==> config.mk <==
export PLATFORM = sky130hd
export DESIGN_NAME = calc_cmd_sequencer
export DESIGN_NICKNAME = d
export VERILOG_FILES = /design/src/rtl/calc_cmd_sequencer.sv
export SDC_FILE = /design/constraint.sdc
export NUM_CORES = 1
export LEC_CHECK = 0
export ABC_AREA = 1
export ABC_CLOCK_PERIOD_IN_PS = 4650
export BUFFER_PORTS_ARGS = -buffer_cell sky130_fd_sc_hd__buf_2
export CAP_MARGIN = 20
export CORE_MARGIN = 2
export CORE_UTILIZATION = 61
export DETAILED_ROUTE_END_ITERATION = 6
export HOLD_SLACK_MARGIN = 0.08
export PLACE_DENSITY_LB_ADDON = 0.15
export SLEW_MARGIN = 10
export SYNTH_ARGS = -nofsm -noshare
export SYNTH_HDL_FRONTEND = slang
export SYNTH_SLANG_ARGS = --single-unit
==> constraint.sdc <==
create_clock -name clk -period 4.65 [get_ports clk]
set_input_delay 0.93 -clock clk [delete_from_list [all_inputs] [get_ports clk]]
set_output_delay 0.93 -clock clk [all_outputs]
set_load 0.05 [all_outputs]
==> src/rtl/calc_cmd_sequencer.sv <==
// Command sequencer for the accumulating calculator: queues host (op, operand)
// commands, issues them back-to-back, and attributes each calc_out to its command.
module calc_cmd_sequencer #(
  parameter int DEPTH = 8,
  parameter int VAL_W = 4,
  parameter int OUT_W = 9,
  parameter int LAT   = 1,
  localparam int IDX_W = $clog2(DEPTH)
) (
  input  logic             clk,
  input  logic             rst,
  input  logic             cmd_valid,
  output logic             cmd_ready,
  input  logic [1:0]       cmd_op,
  input  logic [VAL_W-1:0] cmd_val,
  input  logic             start,
  output logic             busy,
  output logic             done,
  output logic [1:0]       calc_op,
  output logic [VAL_W-1:0] calc_val2,
  input  logic [OUT_W-1:0] calc_out,
  output logic             res_valid,
  output logic [OUT_W-1:0] res_data,
  output logic [IDX_W-1:0] res_idx,
  output logic [15:0]      issued_cnt,
  output logic             div0_err,
  output logic [1:0]       state_dbg
);

  // Handshake: a command is accepted on a clock edge where cmd_valid && cmd_ready;
  // cmd_valid without cmd_ready is dropped, the host need not hold it.
  typedef enum logic [1:0] {S_IDLE, S_ISSUE, S_DRAIN, S_DONE} state_t;

  localparam logic [IDX_W:0]   CNT_FULL = (IDX_W+1)'(DEPTH);
  localparam logic [IDX_W:0]   CNT_ONE  = (IDX_W+1)'(1);
  localparam logic [IDX_W-1:0] PTR_ONE  = IDX_W'(1);

  state_t state_q, state_d;

  logic [VAL_W+1:0] mem [DEPTH];
  logic [IDX_W-1:0] wr_ptr, rd_ptr, run_idx;
  logic [IDX_W:0]   count;
  logic             accept, pop;

  // Tag stages 0..LAT-1 track the command through the calculator; stage LAT
  // marks the cycle whose calc_out belongs to that command.
  logic [LAT:0]     tag_v;
  logic [IDX_W-1:0] tag_idx [LAT+1];

  logic [1:0]       head_op;
  logic [VAL_W-1:0] head_val;

  assign accept    = cmd_valid && cmd_ready;
  assign pop       = (state_q == S_ISSUE);
  assign head_op   = mem[rd_ptr][VAL_W+1:VAL_W];
  assign head_val  = mem[rd_ptr][VAL_W-1:0];
  assign state_dbg = state_q;

  always_ff @(posedge clk) begin
    if (rst) state_q <= S_IDLE;
    else     state_q <= state_d;
  end

  always_comb begin
    state_d   = state_q;
    cmd_ready = 1'b0;
    busy      = 1'b0;
    done      = 1'b0;
    case (state_q)
      S_IDLE: begin
        cmd_ready = (count != CNT_FULL);
        if (start && ((count != '0) || accept)) state_d = S_ISSUE;
      end
      S_ISSUE: begin
        busy = 1'b1;
        if (count == CNT_ONE) state_d = S_DRAIN;
      end
      S_DRAIN: begin
        busy = 1'b1;
        if (tag_v == '0) state_d = S_DONE;
      end
      S_DONE: begin
        done    = 1'b1;
        state_d = S_IDLE;
      end
      default: state_d = S_IDLE;
    endcase
  end

  // Queue storage needs no reset; occupancy is governed by the pointers/count.
  always_ff @(posedge clk) begin
    if (accept) mem[wr_ptr] <= {cmd_op, cmd_val};
  end

  always_ff @(posedge clk) begin
    if (rst) begin
      wr_ptr     <= '0;
      rd_ptr     <= '0;
      count      <= '0;
      run_idx    <= '0;
      calc_op    <= 2'b00;
      calc_val2  <= '0;
      issued_cnt <= 16'd0;
      div0_err   <= 1'b0;
      tag_v      <= '0;
      for (int i = 0; i <= LAT; i++) tag_idx[i] <= '0;
      res_valid  <= 1'b0;
      res_data   <= '0;
      res_idx    <= '0;
    end else begin
      if (accept) begin
        wr_ptr <= wr_ptr + PTR_ONE;
        count  <= count + CNT_ONE;
      end
      if (pop) begin
        rd_ptr     <= rd_ptr + PTR_ONE;
        count      <= count - CNT_ONE;
        run_idx    <= run_idx + PTR_ONE;
        calc_op    <= head_op;
        calc_val2  <= head_val;
        issued_cnt <= issued_cnt + 16'd1;
        if (head_op == 2'b11 && head_val == '0) div0_err <= 1'b1;
      end else begin
        calc_op   <= 2'b00;
        calc_val2 <= '0;
      end
      if (state_q == S_DONE) run_idx <= '0;

      tag_v      <= {tag_v[LAT-1:0], pop};
      tag_idx[0] <= run_idx;
      for (int i = 1; i <= LAT; i++) tag_idx[i] <= tag_idx[i-1];

      res_valid <= tag_v[LAT];
      if (tag_v[LAT]) begin
        res_data <= calc_out;
        res_idx  <= tag_idx[LAT];
      end
    end
  end

endmodule
Word level (Yosys, flattened, before mapping)
Memories as Yosys holds them, arrays and structs flattened. A register that Yosys moved wholly into a read port is not among the register bits. Cells that the tools add are included.

Register bits after elaboration: 50. Bits in writable memories: 54. Input port bits: 19. Output and inout bits: 41. Memories: 2.

Memory list: mem (depth 8, width 6, rd ports 1, clocked after memory_dff 1, wr ports 1, RTL line 40) `logic [VAL_W+1:0] mem [DEPTH];`; tag_idx (depth 2, width 3, rd ports 2, clocked after memory_dff 1, wr ports 2, RTL line 48) `logic [IDX_W-1:0] tag_idx [LAT+1];`.

$add $sub $neg: 6. Equal/unequal tests: 9. Muxes and demuxes: 18. Bitwise operators: 3. Reductions and logical operators: 14.

Operators by type and width (number): adder 16 x 1 -> 16 bit (second input constant) (1); two-way mux 3 bit (4); adder 3 x 1 -> 3 bit (second input constant) (3); two-way mux 1 bit (8); two-way mux 4 bit (2); one-hot mux 2 bit (4 select lines) (1); == test 2 bit (second input constant) (3); two-way mux 2 bit (3); OR reduction 2 bit (3); adder 4 x 1 -> 4 bit (second input constant) (1); == test 4 x 1 -> 1 bit (second input constant) (1); zero test 2 bit (2); zero test 4 bit (1); != test 2 bit (second input constant) (2); != test 4 bit (second input constant) (1); nonzero test 4 bit (1); subtractor 4 x 1 -> 4 bit (second input constant) (1); logical AND 1 bit (3); AND reduction 3 bit (1); == test 2 x 1 -> 1 bit (second input constant) (1); != test 2 x 1 -> 1 bit (second input constant) (1); bitwise OR 1 bit (2); AND reduction 2 bit (1); nonzero test 2 bit (1); other kinds (2) (2).

Depth between registers and ports, before layout
Depth in word-level cells: 7. Mapped depth: 13. Mapped depth without buffers: 12.

Least setup slack after synthesis
OpenSTA, ideal clock, no wires.

Kind: reg2out. From: register state_q[0] (netlist: state_dbg[0]). To: output port busy. Arrival: 1.394 ns. Data required time: 3.720 ns. Slack: 2.326 ns. Cell stages (with the launch flop): 3. Path through: dfxtp_1 inv_1 ha_1.

Longest elaborated chain between the ends: 3. Elaborated cells on any way between the ends: 4. Classes of those cells: eq/ne (2); mux (1); reduce/logical (1).

Ends and longest elaborated chain: start, declared (RTL line 38) `state_t state_q, state_d;`; start signal, assigned (RTL line 61) `else state_q <= state_d;`; == test 2 x 1 -> 1 bit or == test 2 bit (tied branches) (RTL line 69) `case (state_q)`; OR reduction 2 bit (no source line) (*); two-way mux 1 bit (*) (RTL line 69); end, declared (RTL line 17) `output logic busy,`.

Every way passes the cells marked *; elsewhere a longest branch is shown, timed or not.

Final worst setup path
From: register count[0]. To: output port cmd_ready.

Longest elaborated chain between the ends: 2.

Ends and longest elaborated chain: start, declared (RTL line 42) `logic [IDX_W:0] count;`; start signal, assigned (RTL line 113) `count <= count + CNT_ONE;`; start signal, assigned (RTL line 117) `count <= count - CNT_ONE;`; != test 4 bit (RTL line 71) `cmd_ready = (count != CNT_FULL);`; two-way mux 1 bit (RTL line 69); end, declared (RTL line 13) `output logic cmd_ready,`.

No other way between the ends.

==> flow_summary_export.csv <==
group,metric,value,unit
floorplan,dieWidth,90.2,um
grt,grt_max_degree,32,
sta,setup_viol,0,
routing,drt_iter0_drc,292,
sta,finalHoldViolCount,0,
routing,vias,3409,
synthesis,ys_ff_latch,110,
cts,worst_skew_pair.late_latency,0.38,ns
grt,gr-total-overflow,0,
critical_path,path_class,"reg -> out",
sta,rsz0062_at_grt,"false",
critical_path,start_kind,"flip-flop",
synthesis,yosysSeqAreaShare,0.592,
place,placed_cell_area,0.00484,mm2
floorplan,placementRows,31,
synthesis,yosysTopAreaCell,"edfxtp_1",
routing,ant_nets,0,
cts,cts-root-buf,"clkbuf_8",
synthesis,avgSynthCellArea,8.99,um2
cts,cts_tree,"done",
grt,antenna_found_initial,0,
finish,syn_to_final_growth,11.3,%
status,outcome,"completed",
synthesis,syn-num-nets,534,
finish,drive_gt1_frac,0.158,
power,comb_power_share,0.312,
cts,cts_sinks,110,
synthesis,yosys-top-cells-area,"edfxtp_1 (32%), dfxtp_1 (27%), nand2_1 (8.0%)",
finish,final_cell_area,0.00504,mm2
sta,fmax,0.385,GHz
power,ir_drop,364,uV
critical_path,worst-path-max-fanout,5,
power,p_sw,1.04,mW
power,finalPower,2.61,mW
flow_run,cap_violations,0,
grt,grt_usage,0.224,
synthesis,yosysWarningCount,0,
sta,final_max_slew_viol_count,0,
worst_hold_path,hold_class,"reg -> reg",
critical_path,end_kind,"primary output",
routing,routed_wl,8530,um
synthesis,ys_types,31,
cts,hold_buffers,0,
floorplan,floorplan.initialDensity,0.628,
sta,finClkSkew,0.0182,ns
grt,grt_pass1_vias,3161,
floorplan,die_area,0.00814,mm2
critical_path,cp.arrival,1.67,ns
cts,cts_max_level,3,
sta,final.setup.tns,0,ns
routing,post_drt_wl_per_cell,12.9,um
synthesis,syn_inst,504,
power,swShare,0.398,
cts,tritoncts.num_buffers,9,
cts,clk_pin_slew,0.11,ns
place,gp_congestion,0.765,
sta,tightest_slew,0.934,ns
critical_path,worstPathRequired,3.72,ns
place,portBuffers,59,
place,placedCellCount,645,
sta,final.period_utilization,0.559,
routing,dr.pass1.iters,5,
sta,holdWs,0.408,ns
finish,layout.nets,587,
grt,grt_pass1_wl,14500,um
synthesis,syn_area,0.00453,mm2
floorplan,core-area,0.00721,mm2
cts,postCtsSetupRepairBufs,0,
finish,nFillCells,570,
routing,viasPerCell,5.16,
place,dp_hpwl,5840,um
finish,diodes,0,
power,p_leak,2.26,nW
cts,clock_tree.buffer_depth,2,
power,p_clk_frac,0.215,
synthesis,yosysTopAreaCellShare,0.318,
sta,period_minus_slack,2.60,ns
power,power.internal,1.57,mW
finish,finalNonFillerCells,661,
sta,max_slew_margin,0.376,
floorplan,num_io_pins,60,
floorplan,die_h,90.2,um
routing,drc,0,
power,power_density,518,mW/mm2
power,pwr-share-seq,0.474,
cts,cts_resized,0,
## area by class of cell
type / count / area (um2) / share of cell area
well taps: 99 / 124 / 0.0246
flip-flops and latches: 110 / 2680 / 0.532
clock inverters: 7 / 76.3 / 0.0151
repair buffers: 59 / 295 / 0.0585
clock buffers: 9 / 124 / 0.0246
multi-input cells: 305 / 1470 / 0.291
inverters: 72 / 273 / 0.0541
## kinds of logic after synthesis
logic type                 synth area share
and+or+nand+nor                       0.214
DFF                                   0.592
buffers and inverters                0.0837
AOI/OAI and AO/OA                    0.0762
adders and majority gates            0.0304
xor gates and xnor gates            0.00387
## worst max-delay path, cell delays in order, from the launching register on
cell and delay, ns:
dfxtp_1 0.42, inv_1 0.10, ha_1 0.24, nand3_1 0.14
nand2_1 0.06, inv_1 0.08, buf_2 0.26
## layout by cell type, fill, tap and decap left out, types with 3 or more instances in the layout
| master | instances |
|---|---|
| nand2_1 | 97 |
| nor2_1 | 77 |
| inv_1 | 70 |
| dfxtp_1 | 62 |
| buf_2 | 59 |
| edfxtp_1 | 48 |
| nand3_1 | 36 |
| a21oi_1 | 25 |
| o21ai_0 | 23 |
| ha_1 | 11 |
| clkbuf_8 | 9 |
| o21ai_1 | 7 |
| a31oi_1 | 4 |
| nor3_1 | 4 |
| nor2_2 | 3 |
| nor2_4 | 3 |
## registers in the layout, indices dropped and copies added, names as in the netlist, 4 cells and up, named ones only
signal / flops
calc_val2: 4
count: 4
issued_cnt: 16
mem: 48
res_data: 9
tag_idx: 6
## routing by layer
layer	vias to the layer above	GRT usage	wire (um)
met3	8	0.0402	596
met2	130	0.353	3890
met5	-	0	0
li1	1724	-	-
met4	0	0.0731	109
met1	1547	0.317	3930
## power groups by stage
stage	combinational [mW]	clock, mW	sequential [mW]
global route	0.916	0.606	1.26
CTS	0.815	0.570	1.24
global placement	0.789	0	1.26
finish	0.814	0.560	1.24
floorplan	0.577	0	1.33
detailed placement	0.808	0	1.26
## final timing paths
| kind | start | end | slack [ns] | cells past startpoint |
|---|---|---|---|---|
| worst max-delay path | count[0] | cmd_ready | 2.05 | 6 |
| worst min-delay path | tag_idx[0][2] | tag_idx[1][2] | 0.41 | 2 |
| worst max register to register | count[0] | mem[2][3] | 2.46 | 7 |
| worst min register to register | tag_idx[0][2] | tag_idx[1][2] | 0.41 | 2 |
## metrics by stage
step | utilization | setup slack [ns]
after detailed placement | 0.672 | 2.31
after CTS | 0.699 | 2.06
after global routing | 0.699 | 1.95
final | 0.699 | 2.05
after global placement | 0.672 | 2.36
after floorplan | - | 2.33
## synth_stat cells
master    instances
nor2_4            3
nand3_1          36
o31ai_1           1
nand2_1          97
inv_2             1
clkbuf_1          7
o21ai_1           7
dfxtp_1          62
xnor2_1           2
o21ai_0          23
a31oi_1           4
buf_4             2
nor3_1            4
edfxtp_1         48
inv_1            70
nand4_1           2
a22oi_1           1
nand2_2           1
nand4_2           1
o21a_1            2
o22ai_1           1
nor4_2            1
ha_1             11
a21oi_1          25
nor2_1           77
nand3_2           2
nor2_2            3
a21oi_2           1
buf_6             4
inv_4             1
buf_2             4
Power figures use the tool's default switching activity.
